===== src/rtl/opendap_ap_mux.sv =====
// ============================================================================
// Module   : opendap_ap_mux
// Purpose  : Routes DP-side AP accesses to one of N_APS access ports.
// Revision : 1.0  initial release
// ============================================================================
`default_nettype none

module opendap_ap_mux #(
  parameter int N_APS          = 4,
  parameter int TIMEOUT_CYCLES = 0,
  parameter bit ABSENT_ERR     = 1'b0
) (
  input  logic                  swclk,
  input  logic                  rst_n,
  input  logic [7:0]            ap_sel,
  input  logic [5:0]            ap_addr,
  input  logic [31:0]           ap_wdata,
  input  logic                  ap_wen,
  input  logic                  ap_ren,
  input  logic                  ap_abort,
  output logic [31:0]           ap_rdata,
  output logic                  ap_rdy,
  output logic                  ap_err,
  output logic [5:0]            dpacc_addr,
  output logic [31:0]           dpacc_wdata,
  output logic [N_APS-1:0]      dpacc_wen,
  output logic [N_APS-1:0]      dpacc_ren,
  output logic [N_APS-1:0]      dpacc_abort,
  input  logic [N_APS-1:0]      dpacc_rdy,
  input  logic [N_APS-1:0]      dpacc_err,
  input  logic [32*N_APS-1:0]   dpacc_rdata
);

  localparam int          c_sel_w    = (N_APS > 1) ? $clog2(N_APS) : 1;
  localparam logic [15:0] c_tmo_last = (TIMEOUT_CYCLES == 0) ? 16'd0 : 16'(TIMEOUT_CYCLES - 1);

  typedef enum logic [1:0] {
    S_IDLE   = 2'd0,
    S_ISSUED = 2'd1,
    S_WAIT   = 2'd2,
    S_ABSENT = 2'd3
  } state_t;

  state_t               r_state;
  logic [c_sel_w-1:0]   r_cur_sel;
  logic [15:0]          r_tmo_cnt;
  logic [31:0]          r_rdata;
  logic                 r_err;

  logic                 w_idle;
  logic                 w_sel_hit;
  logic                 w_fwd;
  logic                 w_cur_rdy;
  logic                 w_tmo;
  logic [31:0]          w_slice [N_APS];

  assign w_idle    = (r_state == S_IDLE);
  assign w_sel_hit = (32'(ap_sel) < 32'(N_APS));
  // Abort wins over a coincident strobe; reset silences every strobe line.
  assign w_fwd     = rst_n & w_idle & ~ap_abort & w_sel_hit;
  assign w_cur_rdy = dpacc_rdy[r_cur_sel];
  assign w_tmo     = (TIMEOUT_CYCLES != 0) && (r_state == S_WAIT) && !w_cur_rdy
                     && (r_tmo_cnt == c_tmo_last);

  generate
    for (genvar i = 0; i < N_APS; i++) begin : g_ap
      assign w_slice[i]     = dpacc_rdata[32*i +: 32];
      assign dpacc_wen[i]   = w_fwd & ap_wen & (ap_sel == 8'(i));
      assign dpacc_ren[i]   = w_fwd & ap_ren & (ap_sel == 8'(i));
      assign dpacc_abort[i] = rst_n & (ap_abort | (w_tmo & (r_cur_sel == c_sel_w'(i))));
    end
  endgenerate

  assign dpacc_addr  = ap_addr;
  assign dpacc_wdata = ap_wdata;
  assign ap_rdy      = w_idle;
  assign ap_rdata    = r_rdata;
  assign ap_err      = r_err;

  always_ff @(posedge swclk or negedge rst_n) begin
    if (!rst_n) begin
      r_state   <= S_IDLE;
      r_cur_sel <= '0;
      r_tmo_cnt <= 16'd0;
      r_rdata   <= 32'd0;
      r_err     <= 1'b0;
    end else if (ap_abort) begin
      r_state   <= S_IDLE;
      r_tmo_cnt <= 16'd0;
      r_err     <= 1'b0;
    end else begin
      case (r_state)
        S_IDLE: begin
          if (ap_wen | ap_ren) begin
            if (w_sel_hit) begin
              r_cur_sel <= ap_sel[c_sel_w-1:0];
              r_state   <= S_ISSUED;
            end else begin
              r_state   <= S_ABSENT;
            end
          end
        end
        // One dead cycle so the previous access's rdy cannot complete this one.
        S_ISSUED: begin
          r_tmo_cnt <= 16'd0;
          r_state   <= S_WAIT;
        end
        S_WAIT: begin
          if (w_cur_rdy) begin
            r_rdata <= w_slice[r_cur_sel];
            r_err   <= dpacc_err[r_cur_sel];
            r_state <= S_IDLE;
          end else if (w_tmo) begin
            r_rdata <= 32'd0;
            r_err   <= 1'b1;
            r_state <= S_IDLE;
          end else begin
            r_tmo_cnt <= r_tmo_cnt + 16'd1;
          end
        end
        S_ABSENT: begin
          r_rdata <= 32'd0;
          r_err   <= ABSENT_ERR;
          r_state <= S_IDLE;
        end
        default: r_state <= S_IDLE;
      endcase
    end
  end

endmodule

`default_nettype wire


===== config.mk =====
export PLATFORM = sky130hd
export DESIGN_NAME = opendap_ap_mux
export DESIGN_NICKNAME = d
export VERILOG_FILES = /design/src/rtl/opendap_ap_mux.sv
export SDC_FILE = /design/constraint.sdc
export NUM_CORES = 1
export LEC_CHECK = 0
export ABC_CLOCK_PERIOD_IN_PS = 1470
export CAP_MARGIN = 25
export CELL_PAD_IN_SITES_DETAIL_PLACEMENT = 1
export CELL_PAD_IN_SITES_GLOBAL_PLACEMENT = 1
export CORE_UTILIZATION = 20
export CTS_CLUSTER_SIZE = 30
export DETAILED_ROUTE_END_ITERATION = 7
export GPL_TIMING_DRIVEN = 0
export HOLD_SLACK_MARGIN = 0.15
export PLACE_DENSITY = 0.8
export SYNTH_ARGS = -nofsm -noshare
export SYNTH_HDL_FRONTEND = slang
export SYNTH_SLANG_ARGS = --single-unit

===== constraint.sdc =====
create_clock -name swclk -period 1.47 [get_ports swclk]
set_input_delay 0.294 -clock swclk [delete_from_list [all_inputs] [get_ports swclk]]
set_output_delay 0.294 -clock swclk [all_outputs]
set_load 0.005 [all_outputs]

== Yosys cells after proc, flatten, opt, wreduce, memory -nomap -nowiden ==
Index checks and enable logic that the tools add are counted.
Storage, ports and cells
  register bits: 37
  logic and storage cells: 58
  bits of input ports: 187
Cells by class
  bitwise gates (word level): 17
  muxes and demuxes: 17
  magnitude comparators: 3
  eq/ne operators: 9
  reduce and logical (&&, ||, !) cells: 8
Operators with widths (count)
  $mux W32: 3
  $bmux W32 S2: 1
  $pmux W32 S2: 1
  $eq A8 B2 Y1 const B: 2
  $and A1 B1 Y1: 14
  $eq A8 B1 Y1 const B: 1
  $logic_not A8 Y1: 1
  $lt A8 B3 Y1 const B: 1
  $mux W2: 4
  $pmux W2 S4: 1
  $bmux W1 S2: 2
  $eq A2 B2 Y1 const B: 2
  $mux W1: 4
  $reduce_and A2 Y1: 2
  $reduce_and A4 Y1: 1
  $ge A3 B3 Y1 const B: 1
  $lt A2 B3 Y1 const B: 1
  $ne A3 B2 Y1 const B: 1
  $ne A3 B3 Y1 const B: 1
  $not A2 Y3: 1
  $reduce_and A3 Y1: 1
  $reduce_bool A3 Y1: 1
  $eq A2 B1 Y1 const B: 1
  $logic_not A2 Y1: 1
  other kinds (5): 5

== Depth between registers and ports, before layout ==
Gate-level depths: netlist of run 1.
  depth after elaboration: 6
  mapped depth: 6
  depth with buffers taken out: 3

== Worst setup path after synthesis of run 1 ==
Ideal clock, no wire load.
  path type: register -> register
  start: reg r_cur_sel[0]
  end: reg r_rdata[4] (netlist: ap_rdata[4])
  setup time: 0.146 ns
  path buffers: 2
  stages on the path, launching flop included: 6
  slack: -0.128 ns
  arrival time: 1.452 ns
  path through: dfrtp_1 -> buf_6 -> buf_2 -> mux4_2 -> nand4_1 -> o311ai_2
Between the ends
  longest elaborated chain between the ends: 6
  elaborated cells between the ends (all ways): 10
  those cells by class: eq/ne: 1; mux: 7; bitwise: 1; reduce/logical: 1
Ends and longest elaborated chain
  start: declaration: line 45  | logic [c_sel_w-1:0] r_cur_sel;
  start signal: assignment: line 96  | r_cur_sel <= ap_sel[c_sel_w-1:0];
  $not A2 Y3 (implied by the code): line 110  | r_rdata <= w_slice[r_cur_sel];
  $bmux W32 S2: line 110
  $mux W32 (implied by the code) (2 in a row): line 110
  $mux W32: line 109  | if (w_cur_rdy) begin
  $pmux W32 S2: line 92  | case (r_state)
  end signal: assignment: line 110
  end: declaration: line 47  | logic [31:0] r_rdata;
Several ways; a longest one is shown, not always the timed one. The select of a mux whose other input is x is not followed.
A chain may end at the register's enable or synchronous reset.

== Worst setup path in the final report of run 1 ==
  start: reg r_state[0]
  end: out dpacc_wen[0]
Between the ends
  longest elaborated chain between the ends: 6
Ends and longest elaborated chain
  start: declaration: line 44  | state_t r_state;
  start signal: assignment: line 82  | r_state <= S_IDLE;
  start signal: assignment: line 88  | r_state <= S_IDLE;
  start signal: assignment: line 97  | r_state <= S_ISSUED;
  $logic_not A2 Y1: line 57  | assign w_idle = (r_state == S_IDLE);
  $and A1 B1 Y1 (3 in a row): line 60  | assign w_fwd = rst_n & w_idle & ~ap_abort & w_sel_hit;
  $and A1 B1 Y1 (2 in a row): line 68  | assign dpacc_wen[i] = w_fwd & ap_wen & (ap_sel == 8'(i));
  end: declaration: line 26  | output logic [N_APS-1:0] dpacc_wen,
Every way passes these cells.

==> results.cfg, run 1 <==
[status]
run_status = complete, but fails checks
violations = setup timing

[cts]
tritoncts = yes
cts.clk_slew.worst_paths_ns = 0.06
cts-buffers-inserted = 5
h-tree-depth = 2
clock_sinks = 37
clk_root_buffer_cell = sky130_fd_sc_hd__clkbuf_16
clk_latency_ns = 0.28
cts.path.max_buffers = 2

[synth]
yosysUniqueCellTypes = 25
postSynthAreaPerCell_um2 = 10.2
synth.yosys.warnings = 0
syn-cell-area_mm2 = 0.00311
ys_seq_elements = 37
synth-seq-area-share = 0.297
net_count_after_synthesis = 491
synthesis.instances = 304

[sta]
timing_worst_slew_pin_value_ns = 0.701
fin_crit_sh = 1.30
post-route-min-period_ns = 1.92
rsz_0062_raised_after_global_routing = true
slew_headroom = 0.531
finalSetupViolCount = 43
setup_ws_ns = -0.446
hold_viol_final = 0
max_freq_ghz = 0.522
slew_viol_final = 0
clock_skew_ns = 0.00678

[detailed_routing]
route.detailed.drc = 0
first_iter_violations = 127
dr_total_vias = 3710
avgViaCountPerCell = 4.73
totalWireLength_um = 15600
route.detailed.wl_per_inst_um = 19.9
final_antenna_net_count = 0
drt_first_pass_iters = 4

[worst_setup_path]
cp.required_ns = 1.18
critPathArrivalTime_ns = 1.62
end_kind = output port
crit_fanout = 4
start_kind = register
crit_type = register to output port

[floorplanning]
initial_core_util = 0.205
die_w_um = 127
num_rows = 45
die-area_mm2 = 0.0161
floorplan.io_pins = 271
std_cell_core_area_mm2 = 0.0152
floorplan.die.height_um = 127

[cells_and_area]
num-fill-cells = 1657
final_net_count = 783
drive_gt1_frac = 0.344
syn2layout_area_growth_pct = 123
diodes = 0
stdcell_count = 784

[place]
gp_congestion = 0.710
count_of_input_and_output_buffers = 232
dp_slack_ns = -0.998
dpl.cell_count = 725
dp_hpwl_um = 11400

[grt]
grt_pass1_vias = 4159
gr-total-overflow = 0
maximum_number_of_pins_on_one_net_before_global_route_repair = 15
number_of_antenna_violations_at_the_first_check_in_global_routing = 0
grt_usage = 0.182
grt_first_pass_wirelength_um = 22400

[power_and_ir_drop]
static-leakage-power_nw = 2.90
pwr_density_cell_mw_per_mm2 = 797
max-vdd-ir-drop_v = 0.000366

[job]
max_cap_viol_count = 0

[min_path]
min-delay-path-class = input pin to async pin
==> per-layer routing <==
| metal | global-route usage | vias up | share of wire |
|---|---|---|---|
| met5 | 0 | - | 0 |
| met4 | 0.0392 | 0 | 0.0065 |
| met3 | 0.0329 | 7 | 0.053 |
| met2 | 0.362 | 146 | 0.56 |
| met1 | 0.199 | 1867 | 0.38 |
| li1 | - | 1690 | - |
==> state kept, by name, summed over array words and instances, names as in the netlist <==
name / flops
ap_err: 1
ap_rdata: 32
r_state: 2
r_cur_sel: 2
==> power breakdown <==
group	total, mW	switching (mW)	internal (mW)	leakage, nW
Clock	1.09	0.426	0.667	0.0700
Combinational	3.01	1.20	1.81	2.43
Sequential	1.42	0.171	1.25	0.401
Total	5.53	1.80	3.73	2.90
==> synthesized netlist by cell type <==
master,count,share of area
sky130_fd_sc_hd__dfrtp_1,37,0.30
sky130_fd_sc_hd__o211ai_1,1,0.0024
sky130_fd_sc_hd__nand4_1,34,0.068
sky130_fd_sc_hd__o311ai_2,6,0.031
sky130_fd_sc_hd__nor2_1,9,0.011
sky130_fd_sc_hd__nand4b_1,2,0.0056
sky130_fd_sc_hd__o311ai_1,26,0.073
sky130_fd_sc_hd__buf_6,5,0.018
sky130_fd_sc_hd__and2_1,1,0.0020
sky130_fd_sc_hd__a21oi_1,1,0.0016
sky130_fd_sc_hd__nand2_1,36,0.043
sky130_fd_sc_hd__buf_4,41,0.099
sky130_fd_sc_hd__clkbuf_1,14,0.017
sky130_fd_sc_hd__nand3_1,2,0.0032
sky130_fd_sc_hd__nor3_1,5,0.0080
sky130_fd_sc_hd__o21ai_0,1,0.0016
sky130_fd_sc_hd__nor4_1,1,0.0020
sky130_fd_sc_hd__nand2b_1,1,0.0020
sky130_fd_sc_hd__nor2b_1,1,0.0020
sky130_fd_sc_hd__mux4_2,34,0.25
sky130_fd_sc_hd__buf_2,7,0.011
sky130_fd_sc_hd__buf_1,3,0.0036
sky130_fd_sc_hd__inv_1,33,0.040
sky130_fd_sc_hd__o311a_1,1,0.0032
sky130_fd_sc_hd__mux2_2,2,0.0072
==> worst paths after layout <==
check                      cells past startpoint         start      endpoint  slack (ns)
hold / removal                                 3         rst_n   ap_rdata[2]        0.16
max in group asynchronous                      3         rst_n  ap_rdata[25]        0.30
hold reg to reg                                2  ap_rdata[24]  ap_rdata[24]        0.53
min in group swclk                             3      ap_abort    r_state[1]        0.35
setup / recovery                               5    r_state[0]  dpacc_wen[0]       -0.45
setup reg to reg                               6  r_cur_sel[0]  ap_rdata[22]       -0.33
==> metrics by stage <==
step / setup TNS, ns / power [mW] / hold slack [ns] / utilization / area (um2)
2_1_floorplan: -3.51 / 2.37 / -0.00159 / - / 3130
3_3_place_gp: -82.93 / 3.60 / 0.495 / 0.374 / 5680
3_5_place_dp: -33.88 / 3.70 / 0.239 / 0.375 / 5700
4_1_cts: -12.63 / 5.25 / 0.156 / 0.431 / 6560
5_1_grt: -15.78 / 5.82 / 0.153 / 0.456 / 6930
6_report: -12.76 / 5.53 / 0.160 / 0.456 / 6930
==> kinds of logic after synthesis <==
kind of cell / count (synthesis) / share of synthesized area
AOI/OAI and AO/OA: 36 / 0.113
buffers and inverters: 103 / 0.189
DFF: 37 / 0.297
muxes: 36 / 0.253
and+or+nand+nor: 92 / 0.148
==> critical path: stages, from the launching register on <==
cell and delay (ns):
sky130_fd_sc_hd__dfrtp_2 0.43, sky130_fd_sc_hd__nor3_4 0.26, sky130_fd_sc_hd__nand4b_1 0.21, sky130_fd_sc_hd__buf_4 0.20, sky130_fd_sc_hd__nor3_2 0.09, sky130_fd_sc_hd__buf_2 0.15
==> placed cells by master (no fill, tap or decap), types with 4 or more instances in the layout <==
master / synthesis / layout
sky130_fd_sc_hd__clkbuf_1: 14 / 5
sky130_fd_sc_hd__dlygate4sd2_1: 0 / 29
sky130_fd_sc_hd__clkbuf_16: 0 / 9
sky130_fd_sc_hd__buf_8: 0 / 7
sky130_fd_sc_hd__o311ai_2: 6 / 5
sky130_fd_sc_hd__buf_6: 5 / 7
sky130_fd_sc_hd__buf_12: 0 / 13
sky130_fd_sc_hd__o311ai_1: 26 / 11
sky130_fd_sc_hd__inv_1: 33 / 33
sky130_fd_sc_hd__mux4_2: 34 / 34
sky130_fd_sc_hd__dlymetal6s2s_1: 0 / 5
sky130_fd_sc_hd__clkdlybuf4s50_1: 0 / 187
sky130_fd_sc_hd__buf_4: 41 / 75
sky130_fd_sc_hd__o311ai_4: 0 / 16
sky130_fd_sc_hd__nand4_1: 34 / 34
sky130_fd_sc_hd__nor2_1: 9 / 4
sky130_fd_sc_hd__nor2_4: 0 / 4
sky130_fd_sc_hd__buf_2: 7 / 12
sky130_fd_sc_hd__dfrtp_1: 37 / 36
sky130_fd_sc_hd__nand2_1: 36 / 36
sky130_fd_sc_hd__clkbuf_2: 0 / 6
==> repair_timing <==
| action | 4_1_cts | 5_1_grt |
|---|---|---|
| resized for setup | 150 | 56 |
| hold endpoints to repair | 23 | 0 |
| hold buffers | 2 | 0 |
| setup endpoints to repair | 81 | 47 |
| setup buffers | 36 | 11 |
| cloned | 6 | 4 |
| pin swaps | 43 | 24 |
==> layout make-up <==
class / count / area [um2] / area share
tap: 188 / 235 / 0.0339
inverter: 33 / 124 / 0.0179
buffer: 68 / 596 / 0.0860
sequential: 37 / 927 / 0.134
multi-input combinational: 164 / 1960 / 0.283
clock buffer: 7 / 143 / 0.0206
timing repair buffer: 287 / 2940 / 0.424
(Power assumes the default switching activity.)
==> run 2, diff against run 1 <==
==> config.mk (replaced) <==
export PLATFORM = sky130hd
export DESIGN_NAME = opendap_ap_mux
export DESIGN_NICKNAME = d
export VERILOG_FILES = /design/src/rtl/opendap_ap_mux.sv
export SDC_FILE = /design/constraint.sdc
export NUM_CORES = 1
export LEC_CHECK = 0
export ABC_CLOCK_PERIOD_IN_PS = 1800
export CAP_MARGIN = 25
export CELL_PAD_IN_SITES_DETAIL_PLACEMENT = 1
export CELL_PAD_IN_SITES_GLOBAL_PLACEMENT = 1
export CORE_UTILIZATION = 22
export CTS_CLUSTER_SIZE = 30
export DETAILED_ROUTE_END_ITERATION = 7
export GPL_TIMING_DRIVEN = 0
export HOLD_SLACK_MARGIN = 0.15
export PLACE_DENSITY = 0.84
export SYNTH_ARGS = -nofsm -noshare
export SYNTH_HDL_FRONTEND = slang
export SYNTH_SLANG_ARGS = --single-unit
==> constraint.sdc (replaced) <==
create_clock -name swclk -period 1.8 [get_ports swclk]
set_input_delay 0.36 -clock swclk [delete_from_list [all_inputs] [get_ports swclk]]
set_output_delay 0.36 -clock swclk [all_outputs]
set_load 0.005 [all_outputs]
==> results.cfg, run 2 (synthesis results as in run 1) <==
[cts]
clock_sinks = 37
clk_root_buffer_cell = sky130_fd_sc_hd__clkbuf_16
cts-buffers-inserted = 5
cts.clk_slew.worst_paths_ns = 0.05
clk_latency_ns = 0.27
tritoncts = yes
h-tree-depth = 2
cts.path.max_buffers = 2

[sta]
setup_ws_ns = -0.196
max_freq_ghz = 0.501
slew_headroom = 0.384
rsz_0062_raised_after_global_routing = true
slew_viol_final = 0
fin_crit_sh = 1.11
timing_worst_slew_pin_value_ns = 0.921
hold_viol_final = 0
post-route-min-period_ns = 2.00
clock_skew_ns = 0.00278
finalSetupViolCount = 8

[detailed_routing]
first_iter_violations = 135
final_antenna_net_count = 0
route.detailed.drc = 0
drt_first_pass_iters = 4
avgViaCountPerCell = 4.80
totalWireLength_um = 13800
route.detailed.wl_per_inst_um = 18.7
dr_total_vias = 3547

[grt]
gr-total-overflow = 0
maximum_number_of_pins_on_one_net_before_global_route_repair = 20
top_usage_layer = met2
use_met1 = 0.221
grt_pass1_vias = 3908
number_of_antenna_violations_at_the_first_check_in_global_routing = 0
globalRouteMet2Util = 0.343
grt_first_pass_wirelength_um = 21100
grt_usage = 0.188
met3_usage = 0.0367

[floorplanning]
die_w_um = 121
floorplan.die.height_um = 121
initial_core_util = 0.225
std_cell_core_area_mm2 = 0.0138
num_rows = 43
die-area_mm2 = 0.0146
floorplan.io_pins = 271

[min_path]
min-delay-path-class = input pin to register
timing.hold.worst_path_depth = 3

[cells_and_area]
final_net_count = 745
max_reg_flops = 32
layout.cells.most_common_list = sky130_fd_sc_hd__clkdlybuf4s50_1 (215), sky130_fd_sc_hd__buf_4 (53), sky130_fd_sc_hd__nand2_1 (36)
finish.instance_area_mm2 = 0.00610
syn2layout_area_growth_pct = 96.0
post-route-util = 0.441
drive_gt1_frac = 0.272
layout_commonest_cell = sky130_fd_sc_hd__clkdlybuf4s50_1

[worst_setup_path]
reg2reg_to = ap_rdata[20]
crit_path_end = dpacc_ren[0]
r2r-start = r_cur_sel[0]
cp.required_ns = 1.44
setup.reg_to_reg.worst_slack_ns = 0.04
crit_fanout = 3
worst_setup_startpoint = r_state[1]
crit_type = register to output port
critPathArrivalTime_ns = 1.64
rr_worst_depth = 6
end_kind = output port
start_kind = register

[place]
gp_congestion = 0.783
dp_hpwl_um = 11000
count_of_input_and_output_buffers = 232
post_dp_cell_area_mm2 = 0.00568

[power_and_ir_drop]
max-vdd-ir-drop_v = 0.000365
static-leakage-power_nw = 2.54
pwr_density_cell_mw_per_mm2 = 648

[status]
violations = setup timing
run_status = complete, but fails checks

[job]
max_cap_viol_count = 0
-- run 2: where the power goes --
| group | total [mW] | internal [mW] | leakage, nW | switching [mW] |
|---|---|---|---|---|
| clock | 0.876 | 0.544 | 0.0700 | 0.332 |
| combinational | 1.90 | 1.16 | 2.07 | 0.735 |
| sequential | 1.18 | 1.02 | 0.400 | 0.156 |
-- run 2: critical path, stage by stage, from the launching register on --
cell,delay (ns)
sky130_fd_sc_hd__dfrtp_2,0.43
sky130_fd_sc_hd__nor3_4,0.26
sky130_fd_sc_hd__nand4b_1,0.22
sky130_fd_sc_hd__buf_4,0.20
sky130_fd_sc_hd__nor3_4,0.11
sky130_fd_sc_hd__buf_2,0.13
-- run 2: how the worst min path moves through the flow --
stage,start,to,slack [ns]
2_1_floorplan,rst_n,ap_err,0.06
3_3_place_gp,ap_rdata[25],ap_rdata[25],0.49
3_5_place_dp,rst_n,ap_rdata[24],0.39
4_1_cts,ap_abort,r_state[1],0.46
5_1_grt,ap_abort,r_state[1],0.49
6_report,ap_abort,r_state[1],0.47
-- run 2: per-stage QoR --
| stage | power, mW | std cells | setup WS (ns) | hold slack (ns) | TNS, ns |
|---|---|---|---|---|---|
| global route | 4.21 | 738 | -0.250 | 0.493 | -1.78 |
| CTS | 3.93 | 735 | -0.129 | 0.460 | -0.706 |
| detailed placement | 3.01 | 717 | -0.971 | 0.392 | -22.51 |
| global placement | 2.93 | 716 | -1.83 | 0.493 | -64.21 |
| finish | 3.95 | 739 | -0.196 | 0.466 | -1.22 |
| floorplan | 1.93 | 304 | 0.168 | 0.0644 | 0 |
-- run 2: final cells by class --
type                       instances  area [um2]
timing repair buffer             248        2470
multi-input combinational        164        1710
fill                            1535        7730
sequential                        37         928
buffer                            69         503
tap                              180         225
clock buffer                       7         143
antenna                            1        2.50
inverter                          33         124
-- run 2: per-layer routing --
layer  part of all wire  vias to the layer above
met1               0.38                     1711
met3              0.085                       21
met4              0.022                        0
met5                  0                        -
li1                   -                     1612
met2               0.51                      203
-- run 2: what timing repair did --
item                       CTS  global route
setup endpoints to repair   42            34
pin swaps                   13            10
setup buffers               11             1
hold buffers                 2             0
gates cloned                 0             1
hold endpoints to repair    19             0
resized for setup           72            23
==> run 3, diff against run 2 <==
--- a/config.mk
+++ b/config.mk
@@ -10,7 +10,7 @@
 export CELL_PAD_IN_SITES_DETAIL_PLACEMENT = 1
 export CELL_PAD_IN_SITES_GLOBAL_PLACEMENT = 1
 export CORE_UTILIZATION = 22
-export CTS_CLUSTER_SIZE = 30
+export CTS_CLUSTER_SIZE = 40
 export DETAILED_ROUTE_END_ITERATION = 7
 export GPL_TIMING_DRIVEN = 0
 export HOLD_SLACK_MARGIN = 0.15
==> results of run 3 <==
The final DEF is identical to that of run 2; final timing and power are the same.
